## src/rtl/int_log_dispatch.sv

```systemverilog
// Operand issue stage for the 64-bit logic unit: request FIFO, fixed-latency issue FSM, result hold register.
// Optional build macro INT_LOG_OPCODE_CHECK_EN traps opcode 3'b111 at pop instead of issuing it.
module int_log_dispatch #(
  parameter int unsigned WIDTH  = 64,
  parameter int unsigned DEPTH  = 4,
  parameter int unsigned LU_LAT = 1
) (
  input  logic             clk,
  input  logic             rst_n,
  input  logic             in_valid,
  output logic             in_ready,
  input  logic [2:0]       in_op,
  input  logic [WIDTH-1:0] in_opa,
  input  logic [WIDTH-1:0] in_opb,
  output logic [2:0]       lu_op,
  output logic [WIDTH-1:0] lu_opa,
  output logic [WIDTH-1:0] lu_opb,
  input  logic [WIDTH-1:0] lu_out,
  output logic             res_valid,
  input  logic             res_ready,
  output logic [WIDTH-1:0] res_data,
  output logic [2:0]       res_op,
  output logic             res_err,
  output logic             busy
);

  localparam int unsigned AW = (DEPTH > 1) ? $clog2(DEPTH) : 1;
  localparam int unsigned CW = $clog2(DEPTH + 1);
  localparam int unsigned TW = (LU_LAT > 1) ? $clog2(LU_LAT) : 1;
  localparam logic [2:0]  OP_UNDEF = 3'b111;

  typedef enum logic [1:0] {
    S_IDLE = 2'd0,
    S_WAIT = 2'd1,
    S_HOLD = 2'd2
  } state_t;

  state_t state, state_nxt;

  logic [2:0]       fifo_op [DEPTH];
  logic [WIDTH-1:0] fifo_a  [DEPTH];
  logic [WIDTH-1:0] fifo_b  [DEPTH];
  logic [AW-1:0]    wr_ptr, rd_ptr;
  logic [CW-1:0]    count;
  logic [TW-1:0]    cnt, cnt_nxt;
  logic [2:0]       head_op;
  logic             push, pop, empty;
  logic             load, capture, trap, clr_valid, head_illegal;

  assign in_ready = (count != CW'(DEPTH));
  assign empty    = (count == '0);
  assign push     = in_valid && in_ready;
  assign head_op  = fifo_op[rd_ptr];
  assign busy     = (state != S_IDLE) || !empty;

  // Storage needs no reset: count gates every read.
  always_ff @(posedge clk) begin
    if (push) begin
      fifo_op[wr_ptr] <= in_op;
      fifo_a[wr_ptr]  <= in_opa;
      fifo_b[wr_ptr]  <= in_opb;
    end
  end

  always_ff @(posedge clk or negedge rst_n) begin
    if (!rst_n) begin
      wr_ptr <= '0;
      rd_ptr <= '0;
      count  <= '0;
    end else begin
      if (push) wr_ptr <= wr_ptr + AW'(1);
      if (pop)  rd_ptr <= rd_ptr + AW'(1);
      case ({push, pop})
        2'b10:   count <= count + CW'(1);
        2'b01:   count <= count - CW'(1);
        default: count <= count;
      endcase
    end
  end

  always_ff @(posedge clk or negedge rst_n) begin
    if (!rst_n) state <= S_IDLE;
    else        state <= state_nxt;
  end

  // Issue from IDLE and from HOLD share the same load/trap decision on the FIFO head.
  always_comb begin
    state_nxt = state;
    cnt_nxt   = cnt;
    pop       = 1'b0;
    load      = 1'b0;
    capture   = 1'b0;
    trap      = 1'b0;
    clr_valid = 1'b0;
    case (state)
      S_IDLE: begin
        if (!empty) begin
          pop = 1'b1;
          if (head_illegal) begin
            trap      = 1'b1;
            state_nxt = S_HOLD;
          end else begin
            load      = 1'b1;
            cnt_nxt   = TW'(LU_LAT - 1);
            state_nxt = S_WAIT;
          end
        end
      end
      S_WAIT: begin
        if (cnt == '0) begin
          capture   = 1'b1;
          state_nxt = S_HOLD;
        end else begin
          cnt_nxt = cnt - TW'(1);
        end
      end
      S_HOLD: begin
        if (res_ready) begin
          clr_valid = 1'b1;
          if (!empty) begin
            pop = 1'b1;
            if (head_illegal) begin
              trap      = 1'b1;
              state_nxt = S_HOLD;
            end else begin
              load      = 1'b1;
              cnt_nxt   = TW'(LU_LAT - 1);
              state_nxt = S_WAIT;
            end
          end else begin
            state_nxt = S_IDLE;
          end
        end
      end
      default: state_nxt = S_IDLE;
    endcase
  end

  always_ff @(posedge clk or negedge rst_n) begin
    if (!rst_n) begin
      cnt       <= '0;
      lu_op     <= '0;
      lu_opa    <= '0;
      lu_opb    <= '0;
      res_valid <= 1'b0;
      res_data  <= '0;
      res_op    <= '0;
    end else begin
      cnt <= cnt_nxt;
      if (load) begin
        lu_op  <= head_op;
        lu_opa <= fifo_a[rd_ptr];
        lu_opb <= fifo_b[rd_ptr];
      end
      // A new result takes priority over the handshake that retires the old one.
      if (capture) begin
        res_data  <= lu_out;
        res_op    <= lu_op;
        res_valid <= 1'b1;
      end else if (trap) begin
        res_data  <= '0;
        res_op    <= OP_UNDEF;
        res_valid <= 1'b1;
      end else if (clr_valid) begin
        res_valid <= 1'b0;
      end
    end
  end

`ifdef INT_LOG_OPCODE_CHECK_EN
  assign head_illegal = (head_op == OP_UNDEF);

  always_ff @(posedge clk or negedge rst_n) begin
    if (!rst_n)                    res_err <= 1'b0;
    else if (trap)                 res_err <= 1'b1;
    else if (capture || clr_valid) res_err <= 1'b0;
  end
`else
  assign head_illegal = 1'b0;
  assign res_err      = 1'b0;
`endif

endmodule
```

## config.mk

```make
export PLATFORM = sky130hd
export DESIGN_NAME = int_log_dispatch
export DESIGN_NICKNAME = d
export VERILOG_FILES = /design/src/rtl/int_log_dispatch.sv
export SDC_FILE = /design/constraint.sdc
export NUM_CORES = 1
export LEC_CHECK = 0
export ABC_AREA = 1
export BUFFER_PORTS_ARGS = -buffer_cell sky130_fd_sc_hd__buf_2
export CAP_MARGIN = 20
export CORE_MARGIN = 8
export CORE_UTILIZATION = 58
export DETAILED_ROUTE_END_ITERATION = 10
export PLACE_DENSITY = 0.8
export SLEW_MARGIN = 20
export SYNTH_ARGS = -nofsm -noshare
export SYNTH_HDL_FRONTEND = slang
export SYNTH_SLANG_ARGS = --single-unit
```

## constraint.sdc

```tcl
create_clock -name clk -period 7.4 [get_ports clk]
set_input_delay 1.48 -clock clk [delete_from_list [all_inputs] [get_ports clk]]
set_output_delay 1.48 -clock clk [all_outputs]
set_load 0.02 [all_outputs]
```

==> impl_metrics.json <==
{
  "hpwl_um": 40500,
  "multi_input_area_sq_um": 6160,
  "grt_setup_unrepaired": "false",
  "cts_buffers": 73,
  "setup_slack_ns": 4.16,
  "synth_edf_count": 524,
  "worstPathArrival_ns": 1.76,
  "p_comb_share_pct": 35.3,
  "cp_top_family": "buffers and inverters",
  "synth_ff_type": "edfxtp_1",
  "synth_fp_nets": 3168,
  "worstSetupStartpointType": "register",
  "switching_share_pct": 38.7,
  "power.leakage_nw": 17.2,
  "dpl-instance-area_sq_um": 32500,
  "ios": 401,
  "synth_top_family_by_area": "simple AND/OR/NAND/NOR gates",
  "relSlewSlack_pct": 27.8,
  "hold_violations": 0,
  "dp.cells": 3929,
  "grt_pass1_vias": 20600,
  "clk_path_buf_depth": 3,
  "cts_resized": 0,
  "regArea_sq_um": 21000,
  "yosysWarnings": 0,
  "start_util_pct": 58.6,
  "required_ns": 5.92,
  "synth_area_leaders": "edfxtp_1, dfrtp_1, nand2_1, inv_1, nand3_1",
  "clk_latency_ns": 0.61,
  "end_kind": "primary output",
  "drt_pass1_iterations": 5,
  "clk_pin_slew_ns": 0.06,
  "seqPwrFrac_pct": 40.6,
  "crit_buf_inv": 3,
  "grt_max_degree": 170,
  "total_power_mw": 15.2,
  "synth_seq_area_share_pct": 69.9,
  "die-area_sq_um": 59200,
  "routed_wl_um": 69600,
  "grt_use_total_pct": 23.3,
  "fin_crit_sh_pct": 43.8,
  "area_growth_pct": 16.4,
  "min_path_type": "reg2reg",
  "outcome": "finished clean",
  "worst_slew_pin_slew_ns": 1.08,
  "die_h_um": 243,
  "place_congestion": 0.784,
  "holdWs_ns": 0.473,
  "fmax_ghz": 0.309,
  "cts_num_sinks": 733,
  "drc": 0,
  "first_iter_violations": 1449,
  "synthXorXnorAreaFrac_pct": 0.117,
  "fin_tns_setup_ns": 0,
  "critical-path-slowest-cell": "dfrtp_1",
  "wl_per_cell_um": 17.0,
  "synth_compound_area_share_pct": 1.19,
  "drive_above_1_share_pct": 15.8,
  "fin_worst_skew_ns": 0.0189,
  "period_minus_slack_ns": 3.24,
  "pre_cts_ws_ns": 3.67,
  "drv_cap": 0,
  "yosys.cell_types.count": 19,
  "synth_common_cells": "nand2_1, inv_1, edfxtp_1",
  "vias_per_cell": 5.00,
  "ant_nets": 0,
  "p_per_area_nw_per_um2": 434,
  "yosys.area.top_type": "edfxtp_1",
  "grt_pass1_wl_um": 110000,
  "layout.cells.non_filler": 4082,
  "synth-adder-area-share_pct": 0.275,
  "synth_seq_cells": 733,
  "synth.most_common_cell": "nand2_1",
  "p_sw_mw": 5.87,
  "core_sq_um": 51200,
  "r2r_slack_ns": 4.28,
  "vias": 20400,
  "numPortBuffers": 399,
  "avgSynthCellArea_sq_um": 10.1,
  "critPathMaxFanout": 3,
  "post-route-util_pct": 68.2,
  "critical_path_class": "reg2out",
  "async_reset_ff_share_pct": 28.5,
  "max_stage_delay_ns": 0.40,
  "p_int_mw": 9.29,
  "synth_mux_area_share_pct": 0,
  "cts_tree": "built",
  "fin_area_sq_um": 34900,
  "synthSimpleGateAreaFrac_pct": 18.8,
  "htree_levels": 3,
  "antenna_found_initial": 24,
  "n_fill_cell": 3691,
  "die_w_um": 243,
  "overflow": 0,
  "peakVddDrop_mv": 0.338,
  "cp_cell_sequence": "inv_1, nand3_1, inv_1, nand3_1, buf_2",
  "cts_root_buf": "clkbuf_16",
  "p_clk_share_pct": 24.1,
  "syn_inst": 2963,
  "fp-row-count": 83,
  "postCtsHoldBufs": 0,
  "drv_slew": 0,
  "syn_area_sq_um": 30000,
  "setup_viol": 0,
  "finalNetCount": 3529,
  "cts_setup_buffers": 0,
  "yosysTopAreaCellShare_pct": 52.5
}
tightest hold or removal path, delay by kind of cell, from the launching register on:
kind,cells,cell delay (ns)
DFF,1,0.34
and+or+nand+nor,2,0.10
worst paths after layout:
path,from,to,cells past startpoint
max,count[1]$_DFFE_PN0P_,busy,5
min,lu_opa[28]$_DFFE_PN0P_,lu_opa[28]$_DFFE_PN0P_,2
max reg2reg,rd_ptr[0]$_DFFE_PN0P_,lu_opb[25]$_DFFE_PN0P_,7
min reg2reg,lu_opa[28]$_DFFE_PN0P_,lu_opa[28]$_DFFE_PN0P_,2
max in group asynchronous,rst_n,rd_ptr[0]$_DFFE_PN0P_,2
min in group asynchronous,rst_n,res_data[54]$_DFFE_PN0P_,1
placed cells by master (no fill, tap or decap), types with 6 or more instances in the layout:
| cell | count |
|---|---|
| buf_2 | 398 |
| buf_4 | 12 |
| bufinv_16 | 6 |
| clkbuf_1 | 22 |
| clkbuf_16 | 74 |
| clkbuf_8 | 6 |
| clkinv_2 | 12 |
| dfrtp_1 | 207 |
| diode_2 | 17 |
| edfxtp_1 | 524 |
| inv_1 | 608 |
| nand2_1 | 1133 |
| nand3_1 | 267 |
| o21ai_0 | 71 |
sequential cells by signal (all words and copies together) (netlist names):
name	count
fifo_a	256
fifo_b	256
lu_opa	64
lu_opb	64
res_data	64
fifo_op	12
count	3
lu_op	3
res_op	3
rd_ptr	2
state	2
wr_ptr	2
cnt	1
res_valid	1
logic make-up (layout without fill, tap and decap cells):
| family | after synthesis | after routing |
|---|---|---|
| DFF | 733 | 733 |
| and+or+nand+nor | 1408 | 1408 |
| adders and majority gates | 6 | 6 |
| buffers and inverters | 740 | 1162 |
| other | 1 | 18 |
| xor gates and xnor gates | 4 | 4 |
| AOI/OAI and AO/OA | 71 | 71 |
power groups by stage:
stage	clock (mW)	sequential [mW]	combinational [mW]
floorplan	0	6.87	3.04
global route	3.89	6.25	5.99
global placement	0	6.18	5.27
detailed placement	0	6.21	5.40
finish	3.66	6.15	5.35
CTS	3.72	6.15	5.44
area by class of cell:
type / count / area share, %
Clock buffer: 104 / 5.82
Inverter: 610 / 6.59
Multi-Input combinational cell: 1490 / 17.6
Timing Repair Buffer: 416 / 6.29
Antenna cell: 17 / 0.122
Tap cell: 680 / 2.44
Clock inverter: 32 / 1.01
Sequential cell: 733 / 60.1
metal layers:
layer | wire [um] | track usage, %
met4 | 1970 | 9.56
met2 | 34400 | 39.4
met3 | 5500 | 5.81
met5 | 150 | 0
met1 | 27500 | 28.5
Power figures use the tool's default switching activity.
